[config.mk]
export PLATFORM = sky130hd
export DESIGN_NAME = framing_rx_drain
export DESIGN_NICKNAME = d
export VERILOG_FILES = /design/src/rtl/framing_pkg.sv /design/src/rtl/framing_skid2.sv /design/src/rtl/framing_rx_drain.sv
export SDC_FILE = /design/constraint.sdc
export NUM_CORES = 1
export LEC_CHECK = 0
export BUFFER_PORTS_ARGS = -buffer_cell sky130_fd_sc_hd__buf_2
export CAP_MARGIN = 20
export CELL_PAD_IN_SITES_DETAIL_PLACEMENT = 1
export CELL_PAD_IN_SITES_GLOBAL_PLACEMENT = 2
export CORE_ASPECT_RATIO = 0.6
export CORE_UTILIZATION = 36
export DETAILED_ROUTE_END_ITERATION = 16
export HOLD_SLACK_MARGIN = 0.03
export PLACE_DENSITY = 0.9
export SETUP_SLACK_MARGIN = 0.05
export SLEW_MARGIN = 20
export SYNTH_ARGS = -nofsm -noshare
export SYNTH_HDL_FRONTEND = slang
export SYNTH_HIERARCHICAL = 1
export SYNTH_SLANG_ARGS = --single-unit
export TNS_END_PERCENT = 50
[constraint.sdc]
create_clock -name msoc_clk -period 4.5 [get_ports msoc_clk]
set_input_delay 0.45 -clock msoc_clk [delete_from_list [all_inputs] [get_ports msoc_clk]]
set_output_delay 0.45 -clock msoc_clk [all_outputs]
set_load 0.05 [all_outputs]
[src/rtl/framing_pkg.sv]
// framing_pkg -- shared constants and types for the framing RX drain block.
//   Register offsets and RX slot layout of the framing peripheral, the drain
//   FSM state encoding, the beat record carried through the skid buffer and a
//   helper computing the byte-enable mask of a frame's final word.
package framing_pkg;

  localparam int LEN_W = 11;                        // frame length field width

  localparam logic [14:0] REG_STATUS   = 15'h0830;  // [3:0] firstbuf, [7:4] nextbuf, [12] avail
  localparam logic [14:0] REG_LEN_BASE = 15'h0840;  // slot i length at +8*i
  localparam logic [14:0] RX_BASE      = 15'h4000;  // slot 0 data
  localparam logic [14:0] RX_STRIDE    = 15'h0800;  // bytes per slot
  localparam int          ST_AVAIL_BIT = 12;

  typedef enum logic [2:0] {
    S_IDLE, S_POLL, S_POLL_WAIT, S_LEN, S_LEN_WAIT, S_DATA, S_RELEASE
  } state_e;

  typedef struct packed {
    logic [63:0] data;
    logic [7:0]  keep;
    logic        last;
  } beat_t;

  localparam int BEAT_W = $bits(beat_t);  // 73

  // Final word keeps len%8 low bytes, or all eight when the frame is word aligned.
  function automatic logic [7:0] last_keep(input logic [LEN_W-1:0] len);
    if (len[2:0] == 3'd0) return 8'hFF;
    else                  return 8'hFF >> (4'd8 - {1'b0, len[2:0]});
  endfunction

endpackage

[src/rtl/framing_skid2.sv]
// framing_skid2 -- two-entry FIFO that absorbs the one-cycle read latency of
// the framing data port against downstream back-pressure.
//   msoc_clk/rstn : clock, async active-low reset (contents cleared)
//   in_valid/in_data : push side; caller guarantees no push when full
//   out_valid/out_data/out_ready : pop side, head entry held until popped
//   count : current occupancy (0..2), used by the caller for read credits
module framing_skid2
  import framing_pkg::*;
#(
  parameter int W = BEAT_W
) (
  input  logic         msoc_clk,
  input  logic         rstn,
  input  logic         in_valid,
  input  logic [W-1:0] in_data,
  input  logic         out_ready,
  output logic         out_valid,
  output logic [W-1:0] out_data,
  output logic [1:0]   count
);

  logic [1:0][W-1:0] mem_q, mem_d;
  logic              rd_q, rd_d, wr_q, wr_d;
  logic [1:0]        cnt_q, cnt_d;
  logic              push, pop;

  assign out_valid = (cnt_q != 2'd0);
  assign out_data  = mem_q[rd_q];
  assign count     = cnt_q;
  assign push      = in_valid && (cnt_q != 2'd2);
  assign pop       = out_valid && out_ready;

  always_comb begin
    mem_d = mem_q;
    if (push) mem_d[wr_q] = in_data;
    wr_d  = wr_q ^ push;
    rd_d  = rd_q ^ pop;
    cnt_d = cnt_q + {1'b0, push} - {1'b0, pop};
  end

  always_ff @(posedge msoc_clk or negedge rstn) begin
    if (!rstn) begin
      mem_q <= '0;
      rd_q  <= 1'b0;
      wr_q  <= 1'b0;
      cnt_q <= 2'd0;
    end else begin
      mem_q <= mem_d;
      rd_q  <= rd_d;
      wr_q  <= wr_d;
      cnt_q <= cnt_d;
    end
  end

endmodule

[src/rtl/framing_rx_drain.sv]
// framing_rx_drain -- polls the framing RX status, reads each available frame
// out of its slot and streams it on an AXI-stream master, then releases the
// slot by advancing firstbuf.
//   msoc_clk/rstn            : clock, async active-low reset
//   enable                   : permits new polls (a frame in progress completes)
//   eth_irq                  : poll trigger when FRAMING_DRAIN_IRQ_EN is defined
//   core_lsu_* / ce_d / we_d / framing_sel / framing_rdata : framing bus
//                              (read data returns one cycle after the strobe)
//   m_t*                     : AXI-stream output, 64-bit beats, byte 0 in [7:0]
//   frames_drained/dropped   : saturating frame counters
// Build option: FRAMING_DRAIN_IRQ_EN -- poll on eth_irq instead of the
// free-running POLL_INTERVAL timer.
module framing_rx_drain
  import framing_pkg::*;
#(
  parameter int unsigned POLL_INTERVAL = 64,
  parameter int unsigned MAX_LEN       = 1536
) (
  input  logic        msoc_clk,
  input  logic        rstn,
  input  logic        enable,
  input  logic        eth_irq,
  output logic [14:0] core_lsu_addr,
  output logic [63:0] core_lsu_wdata,
  output logic [7:0]  core_lsu_be,
  output logic        ce_d,
  output logic        we_d,
  output logic        framing_sel,
  input  logic [63:0] framing_rdata,
  output logic [63:0] m_tdata,
  output logic [7:0]  m_tkeep,
  output logic        m_tlast,
  output logic        m_tvalid,
  input  logic        m_tready,
  output logic [15:0] frames_drained,
  output logic [15:0] frames_dropped
);

  state_e           state_q, state_d;
  logic [3:0]       fb_q, fb_d;
  logic [LEN_W-1:0] len_q, len_d;
  logic [7:0]       w_q, w_d;
  logic             drop_q, drop_d;
  logic             pend_q, pend_d;          // data read in flight, lands this cycle
  logic [7:0]       pend_keep_q, pend_keep_d;
  logic             pend_last_q, pend_last_d;
  logic [15:0]      drained_q, drained_d, dropped_q, dropped_d;

  logic             poll_fire;
  logic [1:0]       skid_cnt;
  logic             skid_pop;
  beat_t            skid_in, skid_out;
  logic [LEN_W-1:0] len_m1;
  logic [7:0]       last_w;
  logic [2:0]       occ;
  logic             can_issue, release_ok;
  logic [14:0]      data_addr;

`ifdef FRAMING_DRAIN_IRQ_EN
  assign poll_fire = eth_irq;
`else
  localparam int TMR_W = (POLL_INTERVAL > 1) ? $clog2(POLL_INTERVAL) : 1;
  logic [TMR_W-1:0] tmr_q, tmr_d;
  logic             unused_eth_irq;

  assign unused_eth_irq = eth_irq;
  assign poll_fire      = (tmr_q == TMR_W'(POLL_INTERVAL - 1));
  assign tmr_d          = poll_fire ? '0 : tmr_q + 1'b1;

  always_ff @(posedge msoc_clk or negedge rstn) begin
    if (!rstn) tmr_q <= '0;
    else       tmr_q <= tmr_d;
  end
`endif

  // Words are 0..ceil(len/8)-1; len is nonzero whenever DATA is entered.
  assign len_m1    = len_q - 1'b1;
  assign last_w    = len_m1[LEN_W-1:3];
  assign data_addr = RX_BASE + RX_STRIDE * {12'd0, fb_q[2:0]} + {4'd0, w_q, 3'd0};

  // A read issued now lands next cycle. Allow it only if the skid can hold
  // it even if the sink stalls from here on: entries after this cycle's pop
  // plus the read already in flight must leave a slot free.
  assign skid_pop   = m_tvalid && m_tready;
  assign occ        = {1'b0, skid_cnt} + {2'b0, pend_q} - {2'b0, skid_pop};
  assign can_issue  = (occ <= 3'd1);
  assign release_ok = !pend_q && (skid_cnt == 2'd0);

  // Bus strobes decode the current state: the DATA read must track skid
  // credits in the same cycle to sustain one word per cycle with two entries.
  always_comb begin
    state_d     = state_q;
    fb_d        = fb_q;
    len_d       = len_q;
    w_d         = w_q;
    drop_d      = drop_q;
    pend_d      = 1'b0;
    pend_keep_d = pend_keep_q;
    pend_last_d = 1'b0;
    drained_d   = drained_q;
    dropped_d   = dropped_q;
    ce_d           = 1'b0;
    we_d           = 1'b0;
    core_lsu_be    = 8'h00;
    core_lsu_addr  = 15'd0;
    core_lsu_wdata = 64'd0;
    case (state_q)
      S_IDLE: if (enable && poll_fire) state_d = S_POLL;
      S_POLL: begin
        ce_d          = 1'b1;
        core_lsu_be   = 8'hFF;
        core_lsu_addr = REG_STATUS;
        state_d       = S_POLL_WAIT;
      end
      S_POLL_WAIT: begin
        if (framing_rdata[ST_AVAIL_BIT]) begin
          fb_d    = framing_rdata[3:0];
          state_d = S_LEN;
        end else begin
          state_d = S_IDLE;
        end
      end
      S_LEN: begin
        ce_d          = 1'b1;
        core_lsu_be   = 8'hFF;
        core_lsu_addr = REG_LEN_BASE + {9'd0, fb_q[2:0], 3'd0};
        state_d       = S_LEN_WAIT;
      end
      S_LEN_WAIT: begin
        len_d = framing_rdata[LEN_W-1:0];
        w_d   = 8'd0;
        if (len_d == '0 || 32'(len_d) > MAX_LEN) begin
          drop_d    = 1'b1;
          dropped_d = (dropped_q != 16'hFFFF) ? dropped_q + 16'd1 : dropped_q;
          state_d   = S_RELEASE;
        end else begin
          drop_d  = 1'b0;
          state_d = S_DATA;
        end
      end
      S_DATA: begin
        if (can_issue) begin
          ce_d          = 1'b1;
          core_lsu_be   = 8'hFF;
          core_lsu_addr = data_addr;
          pend_d        = 1'b1;
          pend_last_d   = (w_q == last_w);
          pend_keep_d   = (w_q == last_w) ? last_keep(len_q) : 8'hFF;
          w_d           = w_q + 8'd1;
          if (w_q == last_w) state_d = S_RELEASE;
        end
      end
      S_RELEASE: begin
        // Wait for the final beat to leave the skid before freeing the slot.
        if (release_ok) begin
          ce_d           = 1'b1;
          we_d           = 1'b1;
          core_lsu_be    = 8'h0F;
          core_lsu_addr  = REG_STATUS;
          core_lsu_wdata = {60'd0, fb_q + 4'd1};
          if (!drop_q)
            drained_d = (drained_q != 16'hFFFF) ? drained_q + 16'd1 : drained_q;
          state_d = S_IDLE;
        end
      end
      default: state_d = S_IDLE;
    endcase
    framing_sel = ce_d;
  end

  always_ff @(posedge msoc_clk or negedge rstn) begin
    if (!rstn) begin
      state_q     <= S_IDLE;
      fb_q        <= 4'd0;
      len_q       <= '0;
      w_q         <= 8'd0;
      drop_q      <= 1'b0;
      pend_q      <= 1'b0;
      pend_keep_q <= 8'd0;
      pend_last_q <= 1'b0;
      drained_q   <= 16'd0;
      dropped_q   <= 16'd0;
    end else begin
      state_q     <= state_d;
      fb_q        <= fb_d;
      len_q       <= len_d;
      w_q         <= w_d;
      drop_q      <= drop_d;
      pend_q      <= pend_d;
      pend_keep_q <= pend_keep_d;
      pend_last_q <= pend_last_d;
      drained_q   <= drained_d;
      dropped_q   <= dropped_d;
    end
  end

  assign skid_in = '{data: framing_rdata, keep: pend_keep_q, last: pend_last_q};

  framing_skid2 #(.W(BEAT_W)) u_skid (
    .msoc_clk  (msoc_clk),
    .rstn      (rstn),
    .in_valid  (pend_q),
    .in_data   (skid_in),
    .out_ready (m_tready),
    .out_valid (m_tvalid),
    .out_data  (skid_out),
    .count     (skid_cnt)
  );

  assign m_tdata        = skid_out.data;
  assign m_tkeep        = skid_out.keep;
  assign m_tlast        = skid_out.last && m_tvalid;
  assign frames_drained = drained_q;
  assign frames_dropped = dropped_q;

endmodule

* Yosys cells after proc, flatten, opt, wreduce, memory -nomap -nowiden
Cells that the tools add are included.
Word-level totals: register bits after elaboration 225, input port bits 69, output and inout port bits 196, logic and storage cells 108
Cells by class: add/subtract/negate cells 14, magnitude comparators 5, equal/unequal tests 15, shifts and indexed selects 1, muxes and demuxes 33, bitwise gates (word level) 3, reductions and logical operators 21
Operators by type and width (count):
- 73-bit two-way mux | 3
- 146-bit bitwise mux | 1
- 73-bit demux with 1-bit select | 1
- 15-bit case mux with 4 select lines | 1
- 16-bit by 1-bit adder with 16-bit output, second input constant | 2
- 8-bit two-way mux | 4
- 16-bit != test, second input constant | 2
- 8-bit case mux with 3 select lines | 1
- 3-bit case mux with 7 select lines | 1
- 8-bit case mux with 2 select lines | 1
- 15-bit by 11-bit adder with 15-bit output | 1
- 15-bit by 14-bit adder with 15-bit output, first input constant | 1
- 15-bit two-way mux | 1
- 12-bit by 6-bit adder with 13-bit output, first input constant | 1
- 12-bit two-way mux | 1
- 3-bit two-way mux | 4
- 4-bit two-way mux | 3
- 11-bit > comparator, second input constant | 1
- 11-bit logical NOT | 1
- 11-bit by 1-bit subtractor with 11-bit output, second input constant | 1
- 2-bit != test, second input constant | 5
- 3-bit == test, second input constant | 3
- 8-bit by 1-bit adder with 8-bit output, second input constant | 1
- 8-bit == test | 1
- other kinds (30) | 50

* Logic depth before layout (Yosys ltp)
word-level depth 6, mapped depth 12

* Modules after synthesis
Netlist, hierarchy kept.
By module, submodules not included:
- framing_skid2 | times used 1, cells each 411, area each 6505.0 um^2
- framing_rx_drain | times used 1, cells each 467, area each 4536.9 um^2

* Worst setup path before layout
OpenSTA, ideal clock, no wires.
kind register -> output, start point register u_skid.cnt_q[0] (netlist: u_skid/count[0]), end point output port core_lsu_addr[9], arrival 3662 ps, required time 4050 ps, path slack 388 ps, stages on the path, launching flop included 9, cell sequence dfrtp_1 or2_2 and2_1 ha_1 inv_1 ha_1 fa_1 xnor2_1 nor4_1
Between the ends: cells in the longest elaborated chain, start to end 6
RTL lines:
- start, declared | RTL line framing_skid2.sv:24 | logic [1:0] cnt_q, cnt_d;
- start signal, assigned | RTL line framing_skid2.sv:51 | cnt_q <= cnt_d;
- 2-bit nonzero test | RTL line framing_skid2.sv:27 | assign out_valid = (cnt_q != 2'd0);
- net m_tvalid | RTL line framing_rx_drain.sv:33 | output logic m_tvalid,
- 1-bit logical AND | RTL line framing_rx_drain.sv:84 | assign skid_pop = m_tvalid && m_tready;
- 3-bit by 1-bit subtractor with 3-bit output | RTL line framing_rx_drain.sv:85 | assign occ = {1'b0, skid_cnt} + {2'b0, pend_q} - {2'b0, skid_pop};
- 3-bit by 1-bit <= comparator with 1-bit output | RTL line framing_rx_drain.sv:86 | assign can_issue = (occ <= 3'd1);
- 15-bit two-way mux | RTL line framing_rx_drain.sv:142 | if (can_issue) begin
- 15-bit case mux with 4 select lines | RTL line framing_rx_drain.sv:107 | case (state_q)
- end, declared | RTL line framing_rx_drain.sv:23 | output logic [14:0] core_lsu_addr,
The timed path passes the listed nets, and every way through them passes these cells.

* Worst setup path after layout
start point register u_skid.cnt_q[0] (netlist: u_skid/count[0]), end point output port core_lsu_be[4]
Between the ends: cells in the longest elaborated chain, start to end 6
RTL lines:
- parallel branches: the longest is 2 deep, another holds 2-bit by 1-bit adder with 3-bit output
- 3-bit by 1-bit subtractor with 3-bit output (*) | RTL line framing_rx_drain.sv:85
- 3-bit by 1-bit <= comparator with 1-bit output (*) | RTL line framing_rx_drain.sv:86
- 8-bit two-way mux (*) | RTL line framing_rx_drain.sv:142
- 8-bit case mux with 3 select lines (*) | RTL line framing_rx_drain.sv:107
- end, declared | RTL line framing_rx_drain.sv:25 | output logic [7:0] core_lsu_be,
Every way passes the cells marked *.

==> results.yml <==
run_status:
  status: "complete, but fails checks"
  violations: "negative hold slack"
timing:
  tightestPinTransition_ns: 1.076
  skew_ns: 0.01278
  rsz0062_at_grt: "no"
  post-route-min-period_ns: 4.228
  worst_slack_ns: 0.2717
  setup_viol: 0
  finalHoldViolations: 12
  post-route-period-util: 0.9396
  setup_tns_ns: 0
  max_freq_mhz: 236.5
  holdWs_ns: -0.02704
  maxSlewViolCount: 0
  relSlewSlack: 0.2828
floorplanning:
  die-width_microns: 228.1
  num_rows: 49
  fp.dieArea_sq_um: 31400
  die_height_microns: 137.7
  core-area_sq_um: 30040
  ios: 265
  start_util: 0.3676
layout:
  nets: 1155
  fill_cells: 3289
  antenna_cells: 0
  final_layout_size_suffix_gt1_frac: 0.4475
  fin_area_sq_um: 12890
  fin_cells: 1494
  final_common_cell: "mux2_2"
  final_cell_mix: "mux2_2, dfrtp_1, buf_2"
  area_growth_pct: 16.73
placement:
  dp.cells: 1452
  hpwl_mm: 18.71
  io_buffer_count: 200
  place_congestion: 0.7755
  placed_area_sq_um: 12180
  pre_cts_slack_ns: 0.4302
logic_synthesis:
  synth-warning-count: 6
  syn_area_sq_um: 11040
  synth.avg_cell_area_sq_um: 12.58
  synth-async-reset-ratio: 1.000
  yosysSeqAreaShare: 0.5099
  yosysUniqueCellTypes: 61
  synth_edf_count: 0
  yosys_register_bits: 225
  synth_ff_type: "dfrtp_1"
  syn-instance-count: 878
routing:
  vias_per_cell: 4.816
  vias: 7195
  drt_iter0_markers: 313
  wl_per_cell_microns: 17.75
  post-route-drc-count: 0
  ant_nets: 0
  first_pass_iters: 4
  wirelength_mm: 26.52
pwr:
  p_sw_mw: 1.991
  p_seq_frac: 0.407
  p_int_mw: 3.523
  pwr-share-comb: 0.267
  ir_drop_v: 0.0002422
  swShare: 0.3611
  powerDensity_nw_per_um2: 427.8
  cellLeakagePower_nw: 6.524
  p_clk_frac: 0.326
critical_path:
  reg2reg_depth: 12
  cp-start-kind: "register"
  critical_path_class: "register to output pin"
  critPathMaxFanout: 9
  critical_path_arrival_ns: 3.78
  endpoint_kind: "output pin"
  worstPathRequired_ns: 4.05
cts:
  cts-root-buf: "clkbuf_16"
  cts_buffer_depth: 3
  hold_buffers: 0
  cts_tree: "done"
  numCtsBuffers: 23
  clock_latency_ns: 0.51
  path_clk_slew_ns: 0.07
  htree_levels: 1
  cts_sinks: 225
job:
  maxCapViolations: 0
grt:
  grt_max_degree: 114
  overflow: 0
  grt_pass1_wl_mm: 42.57
  antenna_found_initial: 3
  grt_pass1_vias: 7563
  grt_usage: 0.1700
hold_path:
  worstHoldPathType: "input pin to asynchronous set/reset pin"
[worst paths after layout]
path / to / start / slack [ns]
max: core_lsu_be[4] / u_skid/count[0]$_DFF_PN0_ / 0.27
min: u_skid/mem_q[82]$_DFFE_PN0P_ / rstn / -0.03
max reg2reg: pend_keep_q[2]$_DFFE_PN0P_ / u_skid/count[0]$_DFF_PN0_ / 0.74
min reg2reg: tmr_q[4]$_DFF_PN0_ / tmr_q[4]$_DFF_PN0_ / 0.47
max in group asynchronous: u_skid/mem_q[125]$_DFFE_PN0P_ / rstn / 3.43
min in group msoc_clk: u_skid/mem_q[135]$_DFFE_PN0P_ / framing_rdata[53] / 0.18
[flip-flops by register name, summed over array words and instances (netlist names)]
register / cells
fb_q: 4
frames_dropped: 16
pend_last_q: 1
u_skid/mem_q: 146
len_q: 11
pend_q: 1
drop_q: 1
u_skid/count: 2
u_skid/wr_q: 1
pend_keep_q: 8
state_q: 3
frames_drained: 16
u_skid/rd_q: 1
tmr_q: 6
w_q: 8
[critical path, cell delays in order, from the launching register on]
cell and delay [ns]:
dfrtp_1 0.49, or2_2 0.36, and2_1 0.17, ha_1 0.26, inv_1 0.04, ha_1 0.18, fa_1 0.39, xnor2_1 0.49
nor3_4 0.14, buf_4 0.19, or2_2 0.32, buf_2 0.23
[through the flow]
| step | power [mW] | utilization |
|---|---|---|
| floorplan | 3.420 | - |
| global placement | 3.742 | 0.4055 |
| detailed placement | 3.763 | 0.4055 |
| CTS | 5.611 | 0.4285 |
| global route | 5.769 | 0.4290 |
| finish | 5.514 | 0.4290 |
[metal layers]
metal  global-route usage  wire length [microns]  part of all wire
met2               0.2575                  11610              0.44
met5                    0                     13           0.00049
met1               0.2497                  12880              0.49
met4              0.03095                    426             0.016
met3              0.03829                   1580             0.060
[cell usage after synthesis, types with 3 or more instances]
library cell  count  area share
nand3_1          24       0.011
buf_2            15      0.0068
a21oi_1          10      0.0045
dfrtp_1         225        0.51
xor2_1           19       0.015
mux2_2          228        0.23
and3_1            8      0.0045
and4_1            4      0.0032
nor2b_1           4      0.0023
nand2_1          32       0.011
nor3b_1           4      0.0027
buf_4            74       0.050
nor4_1            6      0.0034
clkbuf_1         11      0.0037
nand4_1           8      0.0045
buf_6             4      0.0041
nor2_1           34       0.012
and2_1           10      0.0057
nor3_1           10      0.0045
a31oi_1           4      0.0023
ha_1             14       0.016
xnor2_1          32       0.025
or3_1             4      0.0023
mux2_1            6      0.0061
o21ai_0          13      0.0059
mux2i_1           4      0.0036
or2_2             3      0.0017
a22o_1            4      0.0032
inv_1            19      0.0065
nand2b_1          6      0.0034
[area by class of cell]
| type | instances | area (sq um) | share of cell area |
|---|---|---|---|
| clock buffer | 33 | 623.1 | 0.04834 |
| clock inverter | 7 | 63.81 | 0.004951 |
| inverter | 19 | 71.32 | 0.005533 |
| multi-input combinational | 591 | 4880 | 0.3786 |
| sequential | 225 | 5634 | 0.4371 |
| tap | 408 | 510.5 | 0.03961 |
| timing repair buffer | 211 | 1106 | 0.08582 |
[kinds of logic after synthesis]
group | synth area share
AND/OR/NAND/NOR | 0.08329
AO/OA/AOI/OAI | 0.03422
multiplexers | 0.2423
XOR/XNOR | 0.04045
flip-flops | 0.5099
buffers and inverters | 0.07184
other | 0.0003396
adder cells (fa/ha/maj) | 0.01768
[repair_timing]
action | in CTS | in global routing
setup endpoints to repair | 4 | 10
hold endpoints to repair | 0 | 0
gates resized for setup | 1 | 0
pin swaps | 0 | 1
setup buffers | 0 | 2
[power by group through the flow]
stage | combinational (mW) | clock [mW] | sequential, mW
global placement | 1.46 | 0 | 2.28
CTS | 1.49 | 1.87 | 2.25
finish | 1.47 | 1.80 | 2.24
detailed placement | 1.47 | 0 | 2.29
floorplan | 1.29 | 0 | 2.13
global route | 1.55 | 1.95 | 2.26
No activity file was read; power rests on OpenSTA's default activity.
